$ cat config.mk
export PLATFORM = sky130hd
export DESIGN_NAME = execute_cycle
export DESIGN_NICKNAME = d
export VERILOG_FILES = /design/src/rtl/execute_cycle.sv
export SDC_FILE = /design/constraint.sdc
export NUM_CORES = 1
export LEC_CHECK = 0
export BUFFER_PORTS_ARGS = -buffer_cell sky130_fd_sc_hd__buf_2
export CAP_MARGIN = 20
export CORE_MARGIN = 5
export CORE_UTILIZATION = 40
export CTS_BUF_LIST = sky130_fd_sc_hd__clkbuf_2 sky130_fd_sc_hd__clkbuf_4 sky130_fd_sc_hd__clkbuf_8
export DETAILED_ROUTE_END_ITERATION = 8
export PLACE_DENSITY = 0.68
export SYNTH_ARGS = -nofsm -noshare
export SYNTH_HDL_FRONTEND = slang
export SYNTH_SLANG_ARGS = --single-unit
$ cat constraint.sdc
create_clock -name clk -period 7.5 [get_ports clk]
set_clock_uncertainty 0.1 [all_clocks]
set_input_delay 0.75 -clock clk [delete_from_list [all_inputs] [get_ports clk]]
set_output_delay 0.75 -clock clk [all_outputs]
set_load 0.05 [all_outputs]
$ cat src/rtl/execute_cycle.sv
// Execute stage of the RV32I pipeline: operand forwarding, ALU, branch/jump
// resolution driving the fetch redirect, and the EX/MEM pipeline register.
module execute_cycle #(
    parameter int XLEN = 32
) (
    input  logic            clk,
    input  logic            rst,
    input  logic [XLEN-1:0] RD1_E,
    input  logic [XLEN-1:0] RD2_E,
    input  logic [XLEN-1:0] ImmExtE,
    input  logic [XLEN-1:0] PCE,
    input  logic [XLEN-1:0] PCPlus4E,
    input  logic [31:0]     InstrE,
    input  logic [4:0]      RdE,
    input  logic            RegWriteE,
    input  logic            MemWriteE,
    input  logic            JumpE,
    input  logic            jalrE,
    input  logic            BranchE,
    input  logic            ALUSrcE,
    input  logic [2:0]      ALUControlE,
    input  logic [1:0]      ResultSrcE,
    input  logic [1:0]      ForwardAE,
    input  logic [1:0]      ForwardBE,
    input  logic [XLEN-1:0] ResultW,
    input  logic            FlushM,
    output logic            PCSrcE,
    output logic [XLEN-1:0] PCTargetE,
    output logic [4:0]      Rs1E,
    output logic [4:0]      Rs2E,
    output logic [XLEN-1:0] ALUResultM,
    output logic [XLEN-1:0] WriteDataM,
    output logic [XLEN-1:0] PCPlus4M,
    output logic [4:0]      RdM,
    output logic            RegWriteM,
    output logic            MemWriteM,
    output logic [1:0]      ResultSrcM,
    output logic [2:0]      Funct3M
);

    localparam logic [2:0] ALU_ADD = 3'b000;
    localparam logic [2:0] ALU_SUB = 3'b001;
    localparam logic [2:0] ALU_AND = 3'b010;
    localparam logic [2:0] ALU_OR  = 3'b011;
    localparam logic [2:0] ALU_XOR = 3'b100;
    localparam logic [2:0] ALU_SLT = 3'b101;
    localparam logic [2:0] ALU_SLL = 3'b110;
    localparam logic [2:0] ALU_SRL = 3'b111;

    localparam logic [2:0] BR_EQ  = 3'b000;
    localparam logic [2:0] BR_NE  = 3'b001;
    localparam logic [2:0] BR_LT  = 3'b100;
    localparam logic [2:0] BR_GE  = 3'b101;
    localparam logic [2:0] BR_LTU = 3'b110;
    localparam logic [2:0] BR_GEU = 3'b111;

    localparam logic [XLEN-1:0] LSB_CLEAR = ~{{(XLEN-1){1'b0}}, 1'b1};

    logic [XLEN-1:0] alu_result_q, alu_result_d;
    logic [XLEN-1:0] write_data_q, write_data_d;
    logic [XLEN-1:0] pc_plus4_q,   pc_plus4_d;
    logic [4:0]      rd_q,         rd_d;
    logic            reg_write_q,  reg_write_d;
    logic            mem_write_q,  mem_write_d;
    logic [1:0]      result_src_q, result_src_d;
    logic [2:0]      funct3_q,     funct3_d;

    logic [XLEN-1:0] fwd_a;
    logic [XLEN-1:0] fwd_b;
    logic [XLEN-1:0] src_b;
    logic [XLEN-1:0] alu_result;
    logic [2:0]      funct3;
    logic            br_taken;
    logic [XLEN-1:0] jalr_sum;

    assign funct3 = InstrE[14:12];
    assign Rs1E   = InstrE[19:15];
    assign Rs2E   = InstrE[24:20];

    // Encoding 10 feeds back the EX/MEM result latched at the previous edge.
    always_comb begin
        fwd_a = RD1_E;
        case (ForwardAE)
            2'b01:   fwd_a = ResultW;
            2'b10:   fwd_a = alu_result_q;
            default: fwd_a = RD1_E;
        endcase
    end

    always_comb begin
        fwd_b = RD2_E;
        case (ForwardBE)
            2'b01:   fwd_b = ResultW;
            2'b10:   fwd_b = alu_result_q;
            default: fwd_b = RD2_E;
        endcase
    end

    assign src_b = ALUSrcE ? ImmExtE : fwd_b;

    always_comb begin
        alu_result = '0;
        case (ALUControlE)
            ALU_ADD: alu_result = fwd_a + src_b;
            ALU_SUB: alu_result = fwd_a - src_b;
            ALU_AND: alu_result = fwd_a & src_b;
            ALU_OR:  alu_result = fwd_a | src_b;
            ALU_XOR: alu_result = fwd_a ^ src_b;
            ALU_SLT: alu_result = {{(XLEN-1){1'b0}}, ($signed(fwd_a) < $signed(src_b))};
            ALU_SLL: alu_result = fwd_a << src_b[4:0];
            ALU_SRL: alu_result = fwd_a >> src_b[4:0];
            default: alu_result = '0;
        endcase
    end

    // Branch compare always uses the register operands, never the immediate.
    always_comb begin
        br_taken = 1'b0;
        case (funct3)
            BR_EQ:   br_taken = (fwd_a == fwd_b);
            BR_NE:   br_taken = (fwd_a != fwd_b);
            BR_LT:   br_taken = ($signed(fwd_a) < $signed(fwd_b));
            BR_GE:   br_taken = ($signed(fwd_a) >= $signed(fwd_b));
            BR_LTU:  br_taken = (fwd_a < fwd_b);
            BR_GEU:  br_taken = (fwd_a >= fwd_b);
            default: br_taken = 1'b0;
        endcase
    end

    assign jalr_sum  = fwd_a + ImmExtE;
    assign PCSrcE    = JumpE | (BranchE & br_taken);
    assign PCTargetE = jalrE ? (jalr_sum & LSB_CLEAR) : (PCE + ImmExtE);

    // A flush turns the slot into a bubble by killing its side effects only.
    always_comb begin
        alu_result_d = alu_result;
        write_data_d = fwd_b;
        pc_plus4_d   = PCPlus4E;
        funct3_d     = funct3;
        rd_d         = FlushM ? 5'd0 : RdE;
        reg_write_d  = FlushM ? 1'b0 : RegWriteE;
        mem_write_d  = FlushM ? 1'b0 : MemWriteE;
        result_src_d = FlushM ? 2'b00 : ResultSrcE;
    end

    always_ff @(posedge clk or posedge rst) begin
        if (rst) begin
            alu_result_q <= '0;
            write_data_q <= '0;
            pc_plus4_q   <= '0;
            rd_q         <= '0;
            reg_write_q  <= 1'b0;
            mem_write_q  <= 1'b0;
            result_src_q <= '0;
            funct3_q     <= '0;
        end else begin
            alu_result_q <= alu_result_d;
            write_data_q <= write_data_d;
            pc_plus4_q   <= pc_plus4_d;
            rd_q         <= rd_d;
            reg_write_q  <= reg_write_d;
            mem_write_q  <= mem_write_d;
            result_src_q <= result_src_d;
            funct3_q     <= funct3_d;
        end
    end

    assign ALUResultM = alu_result_q;
    assign WriteDataM = write_data_q;
    assign PCPlus4M   = pc_plus4_q;
    assign RdM        = rd_q;
    assign RegWriteM  = reg_write_q;
    assign MemWriteM  = mem_write_q;
    assign ResultSrcM = result_src_q;
    assign Funct3M    = funct3_q;

endmodule

==> qor.tcl, run 1 <==
set qor(crit_path_start) {ForwardAE[0]}
set qor(die_area_um2) 45200
set qor(synth.most_common_cell) {sky130_fd_sc_hd__nand2_1}
set qor(synth_top_area_share_pct) 16.5
set qor(cts_num_sinks) 108
set qor(tritoncts) {done}
set qor(cp.depth) 18
set qor(fmax_ghz) 0.156
set qor(core_area_um2) 40700
set qor(path_cells) {buf_2, inv_1, ha_2, buf_4, a22oi_1, o21ai_1, ha_1, nand2_1, o32ai_1, a31o_2, o211ai_1, a41oi_1, o21a_1, o21ai_0, a21oi_1, a2111o_1, nand3_1, buf_2}
set qor(width_of_the_die_um) 213
set qor(drt-pass1-iter-count) 7
set qor(hold_slack_ns) 0.309
set qor(timing.final.max_slew_violations) 0
set qor(max_slew_margin_pct) 25.4
set qor(outcome) {finished, final reports clean}
set qor(p_per_area_nw_per_um2) 200
set qor(finalWorstPathRequiredPeriod_ns) 6.42
set qor(start_util_pct) 40.3
set qor(timing.max_cap.violations) 0
set qor(worst_path_max_stage_delay_ns) 0.82
set qor(wirelength_mm) 75.3
set qor(tritoncts.num_buffers) 9
set qor(final-hold-violation-count) 0
set qor(r2r_cells) 15
set qor(worstPathBufferInverterCount) 4
set qor(post_cts_setup_buffer_count) 0
set qor(clockRootBuffer) {sky130_fd_sc_hd__clkbuf_8}
set qor(port-buffer-count) 358
set qor(synth_area_um2) 16400
set qor(post-synth-top-area-cell) {sky130_fd_sc_hd__dfrtp_1}
set qor(grt.overflow.total) 0
set qor(detailroute.via_count) 19200
set qor(final_min_period_over_clock_period_pct) 85.6
set qor(top_level_pins) 398
set qor(synth_enable_flop_cells) 0
set qor(min_path_type) {input port to async pin}
set qor(reg2reg_from) {ALUResultM[0]}
set qor(crit_path_end_kind) {output port}
set qor(critPathTopFamily) {compound AO/OA/AOI/OAI gates}
set qor(post_cts_resize_count) 0
set qor(postSynthRegisterBits) 108
set qor(routedWlPerCell_um) 24.4
set qor(syn_to_final_growth_pct) 13.7
set qor(antenna_found_initial) 14
set qor(synth_warnings) 0
set qor(worst_ep_required_time_ns) 6.65
set qor(syn-instance-count) 2261
set qor(filler_cell_count) 4258
set qor(rrSetupSlack_ns) 2.06
set qor(net_total_in_the_final_layout) 2978
set qor(dpl_wire_length_mm) 60.6
set qor(first_global_vias) 18100
set qor(path_clk_slew_ns) 0.12
set qor(unrepaired_setup_endpoints_after_global_routing) {no}
set qor(power.ir.vdd_worst_mv) 0.139
set qor(postSynthNetCount) 2706
set qor(post_synth_main_area_contributors) {sky130_fd_sc_hd__dfrtp_1 16%, sky130_fd_sc_hd__ha_1 15%, sky130_fd_sc_hd__a21oi_1 6.5%, sky130_fd_sc_hd__nand2_1 6.2%, sky130_fd_sc_hd__o21ai_0 5.5%}
set qor(setup.worst_path.start_class) {input port}
set qor(detail-route-antenna-nets) 0
set qor(overall_track_demand_over_capacity_in_global_routing_pct) 31.8
set qor(critPathArrivalTime_ns) 5.57
set qor(rows) 74
set qor(routed_via_density) 6.24
set qor(die-height_um) 213
set qor(clock_tree.htree_level_count) 3
set qor(insertion_delay_ns) 0.44
set qor(pwr-share-comb_pct) 70.2
set qor(critPathMaxFanout) 24
set qor(post_cts_hold_buffer_count) 0
set qor(share_clk_of_total_power_pct) 10.1
set qor(power.share.switching_pct) 57.6
set qor(clockBufferDepth) 2
set qor(remaining_drc_errors) 0
set qor(slowest_stage) {sky130_fd_sc_hd__o21ai_1}
set qor(criticalPathCategory) {input port to output port}
set qor(grt_pass1_wl_mm) 111
set qor(gp_congestion) 1.04
set qor(timing.critical_path.mode_cell) {sky130_fd_sc_hd__buf_2}
set qor(ys_types) 97
set qor(finalSetupViolCount) 0
set qor(drt_iter0_drc) 2720
set qor(post_route_cells_drive_above_1_share_pct) 18.8
set qor(power_frac_seq_pct) 19.7
set qor(internal_power_mw) 1.59
set qor(synth.yosys.seq_area_share_pct) 16.5
set qor(switchingPower_mw) 2.15
set qor(tightestPinTransition_ns) 1.11
set qor(avgSynthCellArea_um2) 7.26
set qor(ys.flop_type) {sky130_fd_sc_hd__dfrtp_1}
set qor(grt_start_max_net_pins) 81
set qor(p_leak_nw) 8.96
set qor(synth_common_cells) {272 x sky130_fd_sc_hd__nand2_1, 218 x sky130_fd_sc_hd__nor2_1, 212 x sky130_fd_sc_hd__a21oi_1, 194 x sky130_fd_sc_hd__ha_1, 182 x sky130_fd_sc_hd__o21ai_0}
set qor(fin_tns_setup_ns) 0
set qor(synthArstFlopShare_pct) 100
## power by group through the flow
stage	Combinational (mW)	Sequential [mW]	Clock (mW)
after floorplan	1.59	0.962	0
after CTS	2.56	0.731	0.381
final	2.62	0.734	0.379
after global routing	2.79	0.734	0.398
after detailed placement	2.55	0.741	0
after global placement	2.53	0.742	0
## stage by stage
step | area (um2) | utilization, % | setup slack, ns | instances | power (mW)
finish | 18700 | 45.8 | 1.08 | 3082 | 3.74
global route | 18700 | 45.8 | 0.776 | 3082 | 3.92
CTS | 18600 | 45.7 | 1.20 | 3069 | 3.67
detailed placement | 18500 | 45.3 | 1.22 | 3054 | 3.29
global placement | 18500 | 45.3 | 1.33 | 3054 | 3.27
floorplan | 16400 | - | 1.95 | 2261 | 2.55
## logic make-up (layout without fill, tap and decap cells)
kind of cell               count (synthesis)  count (layout)  share of synthesized area [%]
AOI/OAI and AO/OA                        829             829                           33.2
xor gates and xnor gates                  80              80                           4.27
buffers and inverters                    293             569                           8.28
muxes                                     67              67                           4.16
and+or+nand+nor                          686             686                           18.4
adders and majority gates                198             198                           15.3
DFF                                      108             108                           16.5
other                                      0              13                              0
## per-layer routing
layer | vias to the layer above | GRT usage, % | wire, um
met5 | - | 0 | 13
met4 | 2 | 12.2 | 3100
met3 | 196 | 5.15 | 7020
met2 | 1184 | 52.0 | 34500
met1 | 9079 | 42.2 | 30700
li1 | 8765 | - | -
## area by class of cell
type | instances | area [um2] | share of cell area [%]
Tap cell | 532 | 666 | 3.57
Multi-Input combinational cell | 1860 | 12400 | 66.2
Clock buffer | 9 | 124 | 0.664
Antenna cell | 13 | 32.5 | 0.174
Timing Repair Buffer | 407 | 2160 | 11.6
Inverter | 147 | 557 | 2.98
Sequential cell | 108 | 2700 | 14.5
Clock inverter | 6 | 57.6 | 0.308
## flip-flops by register name, indices dropped and copies added (netlist names)
| name | flops |
|---|---|
| RegWriteM | 1 |
| WriteDataM | 32 |
| RdM | 5 |
| MemWriteM | 1 |
| ALUResultM | 32 |
| Funct3M | 3 |
| ResultSrcM | 2 |
| PCPlus4M | 32 |
## placed cells by master, fill, tap and decap left out, types with 32 or more instances in the layout
cell type,count
sky130_fd_sc_hd__a211oi_1,45
sky130_fd_sc_hd__a21o_1,44
sky130_fd_sc_hd__a21oi_1,212
sky130_fd_sc_hd__a22oi_1,67
sky130_fd_sc_hd__buf_2,357
sky130_fd_sc_hd__buf_4,50
sky130_fd_sc_hd__dfrtp_1,108
sky130_fd_sc_hd__ha_1,192
sky130_fd_sc_hd__inv_1,140
sky130_fd_sc_hd__mux2i_1,57
sky130_fd_sc_hd__nand2_1,272
sky130_fd_sc_hd__nand3_1,35
sky130_fd_sc_hd__nor2_1,218
sky130_fd_sc_hd__nor2b_1,32
sky130_fd_sc_hd__nor3_1,32
sky130_fd_sc_hd__o211ai_1,55
sky130_fd_sc_hd__o21ai_0,182
sky130_fd_sc_hd__xnor2_1,54
## path summary, 6_finish.rpt
path | endpoint
worst max-delay path | PCTargetE[30]
worst min-delay path | PCPlus4M[1]
worst max register to register | ALUResultM[0]
worst min register to register | WriteDataM[11]
max in group asynchronous | PCPlus4M[2]
min in group clk | PCPlus4M[31]
Power figures use the tool's default switching activity.
==> run 2: changes to the inputs <==
--- a/config.mk
+++ b/config.mk
@@ -7,11 +7,13 @@
 export LEC_CHECK = 0
 export BUFFER_PORTS_ARGS = -buffer_cell sky130_fd_sc_hd__buf_2
 export CAP_MARGIN = 20
+export CORE_ASPECT_RATIO = 0.75
 export CORE_MARGIN = 5
 export CORE_UTILIZATION = 40
 export CTS_BUF_LIST = sky130_fd_sc_hd__clkbuf_2 sky130_fd_sc_hd__clkbuf_4 sky130_fd_sc_hd__clkbuf_8
 export DETAILED_ROUTE_END_ITERATION = 8
 export PLACE_DENSITY = 0.68
+export REMOVE_ABC_BUFFERS = 1
 export SYNTH_ARGS = -nofsm -noshare
 export SYNTH_HDL_FRONTEND = slang
 export SYNTH_SLANG_ARGS = --single-unit
==> qor.tcl, run 2 (same netlist as run 1, synthesis figures left out) <==
set qor(tightestPinTransition_ns) 1.16 ;# +0.0458 ns
set qor(post_cts_setup_buffer_count) 0 ;# unchanged
set qor(antenna_found_initial) 3 ;# -11
set qor(most_used_cells_in_the_layout_excluding_fill_and_tap_cells) {357 x sky130_fd_sc_hd__buf_2, 272 x sky130_fd_sc_hd__nand2_1, 217 x sky130_fd_sc_hd__nor2_1}
set qor(power.ir.vdd_worst_mv) 0.151 ;# +8.1%
set qor(p_per_area_nw_per_um2) 201 ;# +0.24%
set qor(wirelength_mm) 74.2 ;# -1.5%
set qor(clockBufferDepth) 2 ;# unchanged
set qor(routed_via_density) 6.12 ;# -1.9%
set qor(post_route_cells_drive_above_1_share_pct) 19.1 ;# +0.33 points
set qor(worst_ep_required_time_ns) 6.65 ;# about the same
set qor(core_area_um2) 40700 ;# -0.15%
set qor(rows) 64 ;# -14%
set qor(die_area_um2) 45200 ;# about the same
set qor(clockRootBuffer) {sky130_fd_sc_hd__clkbuf_8}
set qor(fin_tns_setup_ns) 0 ;# unchanged
set qor(top_level_pins) 398 ;# unchanged
set qor(tritoncts.num_buffers) 9 ;# unchanged
set qor(port-buffer-count) 358 ;# unchanged
set qor(hold_slack_ns) 0.238 ;# -0.0710 ns
set qor(critPathArrivalTime_ns) 5.77 ;# +0.20 ns
set qor(detail-route-antenna-nets) 0 ;# unchanged
set qor(layout.core_utilization_pct) 46.0 ;# +0.18 points
set qor(start_util_pct) 40.4 ;# +0.060 points
set qor(finalSetupViolCount) 0 ;# unchanged
set qor(setup.worst_path.start_class) {input port}
set qor(area_of_the_multi_input_gates_um2) 12400 ;# about the same
set qor(max_slew_margin_pct) 22.3 ;# -3.1 points
set qor(p_leak_nw) 9.00 ;# +0.46%
set qor(die-height_um) 185 ;# -13%
set qor(drt-pass1-iter-count) 6 ;# -1
set qor(width_of_the_die_um) 244 ;# +15%
set qor(numPlacedInstances) 3057 ;# +0.098%
set qor(finalWorstPathRequiredPeriod_ns) 6.62 ;# +0.197 ns
set qor(dpl_wire_length_mm) 59.6 ;# -1.7%
set qor(grt_start_max_net_pins) 72 ;# -11%
set qor(post_cts_resize_count) 0 ;# unchanged
set qor(grt_pass1_wl_mm) 110 ;# -0.68%
set qor(seq_area_um2) 2700 ;# unchanged
set qor(routedWlPerCell_um) 24.1 ;# -1.3%
set qor(clock_tree.htree_level_count) 3 ;# unchanged
set qor(filler_cell_count) 4164 ;# -2.2%
set qor(leading_cell_type_in_the_layout_fill_and_taps_excluded) {sky130_fd_sc_hd__buf_2}
set qor(first_global_vias) 18100 ;# +0.15%
set qor(drt_iter0_drc) 1992 ;# -27%
set qor(insertion_delay_ns) 0.49 ;# +0.05 ns
set qor(final_min_period_over_clock_period_pct) 88.2 ;# +2.6 points
set qor(tritoncts) {done}
set qor(fmax_ghz) 0.151 ;# -3.0%
set qor(critPathMaxFanout) 32 ;# +33%
set qor(min_path_type) {input port to async pin}
set qor(cts_num_sinks) 108 ;# unchanged
set qor(remaining_drc_errors) 0 ;# unchanged
set qor(syn_to_final_growth_pct) 14.0
set qor(unrepaired_setup_endpoints_after_global_routing) {no}
set qor(outcome) {finished, final reports clean}
set qor(grt.overflow.total) 0 ;# unchanged
set qor(post_cts_hold_buffer_count) 0 ;# unchanged
set qor(gp_congestion) 1.04 ;# about the same
set qor(timing.final.max_slew_violations) 0 ;# unchanged
set qor(detailroute.via_count) 18800 ;# -2.1%
set qor(timing.max_cap.violations) 0 ;# unchanged
set qor(overall_track_demand_over_capacity_in_global_routing_pct) 31.3 ;# -0.47 points
set qor(final-hold-violation-count) 0 ;# unchanged
set qor(crit_path_end_kind) {output port}
set qor(net_total_in_the_final_layout) 2985 ;# +0.24%
set qor(criticalPathCategory) {input port to output port}
set qor(path_clk_slew_ns) 0.17 ;# +0.05 ns
set qor(r2r_cells) 17 ;# +2
set qor(final_cells) 3074 ;# -0.26%
## run 2: changes by cell type in the layout (fill, tap and decap cells not counted)
cell,delta
sky130_fd_sc_hd__nor2b_2,+1
sky130_fd_sc_hd__nor2_1,-1
sky130_fd_sc_hd__inv_6,+1
sky130_fd_sc_hd__buf_4,+7
sky130_fd_sc_hd__diode_2,-12
sky130_fd_sc_hd__nor2b_1,-1
sky130_fd_sc_hd__nor2_2,+1
sky130_fd_sc_hd__clkinv_8,+2
sky130_fd_sc_hd__clkinvlp_4,+1
sky130_fd_sc_hd__clkinv_4,-3
## run 2: path summary, 6_finish.rpt
path / from / endpoint / slack, ns
setup reg to reg: ALUResultM[0] / ALUResultM[0] / 2.52
min in group clk: PCPlus4E[18] / PCPlus4M[18] / 0.29
hold / removal: rst / WriteDataM[18] / 0.24
max in group asynchronous: rst / ALUResultM[2] / 5.68
hold reg to reg: ALUResultM[15] / WriteDataM[15] / 0.64
setup / recovery: ForwardAE[0] / PCTargetE[30] / 0.88
## run 2: layer usage
metal  part of all wire [%]  global-route usage (%)  vias to the layer above
li1                       -                       -                     8755
met1                     42                    41.2                     8853
met2                     43                    49.4                     1088
met3                     11                    9.98                      123
met4                    3.2                    9.77                        2
met5                 0.0094                       0                        -
## run 2: layout make-up
class                   instances  area share [%]
multi-input cells            1860            66.1
well taps                     528            3.53
clock buffers                   9           0.662
clock inverters                 7           0.428
inverters                     147            2.98
flip-flops and latches        108            14.4
diodes                          1          0.0134
repair buffers                414            11.8
## run 2: critical path, cell delays in order
cell,delay [ns]
sky130_fd_sc_hd__buf_2,0.11
sky130_fd_sc_hd__inv_1,0.05
sky130_fd_sc_hd__ha_2,0.75
sky130_fd_sc_hd__a22oi_1,0.20
sky130_fd_sc_hd__o21ai_1,0.74
sky130_fd_sc_hd__ha_1,0.43
sky130_fd_sc_hd__nand2_1,0.14
sky130_fd_sc_hd__o32ai_1,0.10
sky130_fd_sc_hd__a31o_2,0.25
sky130_fd_sc_hd__o211ai_1,0.47
sky130_fd_sc_hd__a41oi_1,0.26
sky130_fd_sc_hd__o21a_1,0.23
sky130_fd_sc_hd__o21ai_0,0.30
sky130_fd_sc_hd__a21oi_1,0.17
sky130_fd_sc_hd__a2111o_1,0.44
sky130_fd_sc_hd__nand3_1,0.08
sky130_fd_sc_hd__buf_2,0.27
## run 2: report_power, final
part	internal [mW]	switching [mW]	total [mW]
Sequential	0.653	0.0567	0.710
Combinational	0.810	1.83	2.64
Clock	0.133	0.275	0.408
Total	1.60	2.16	3.75
## run 2: metrics by stage
step	power, mW	setup slack [ns]	instance area [um2]
6_report	3.75	0.884	18700
5_1_grt	3.97	0.672	18700
4_1_cts	3.71	1.09	18700
3_5_place_dp	3.28	1.11	18500
3_3_place_gp	3.25	1.17	18500
2_1_floorplan	2.46	0.893	15600
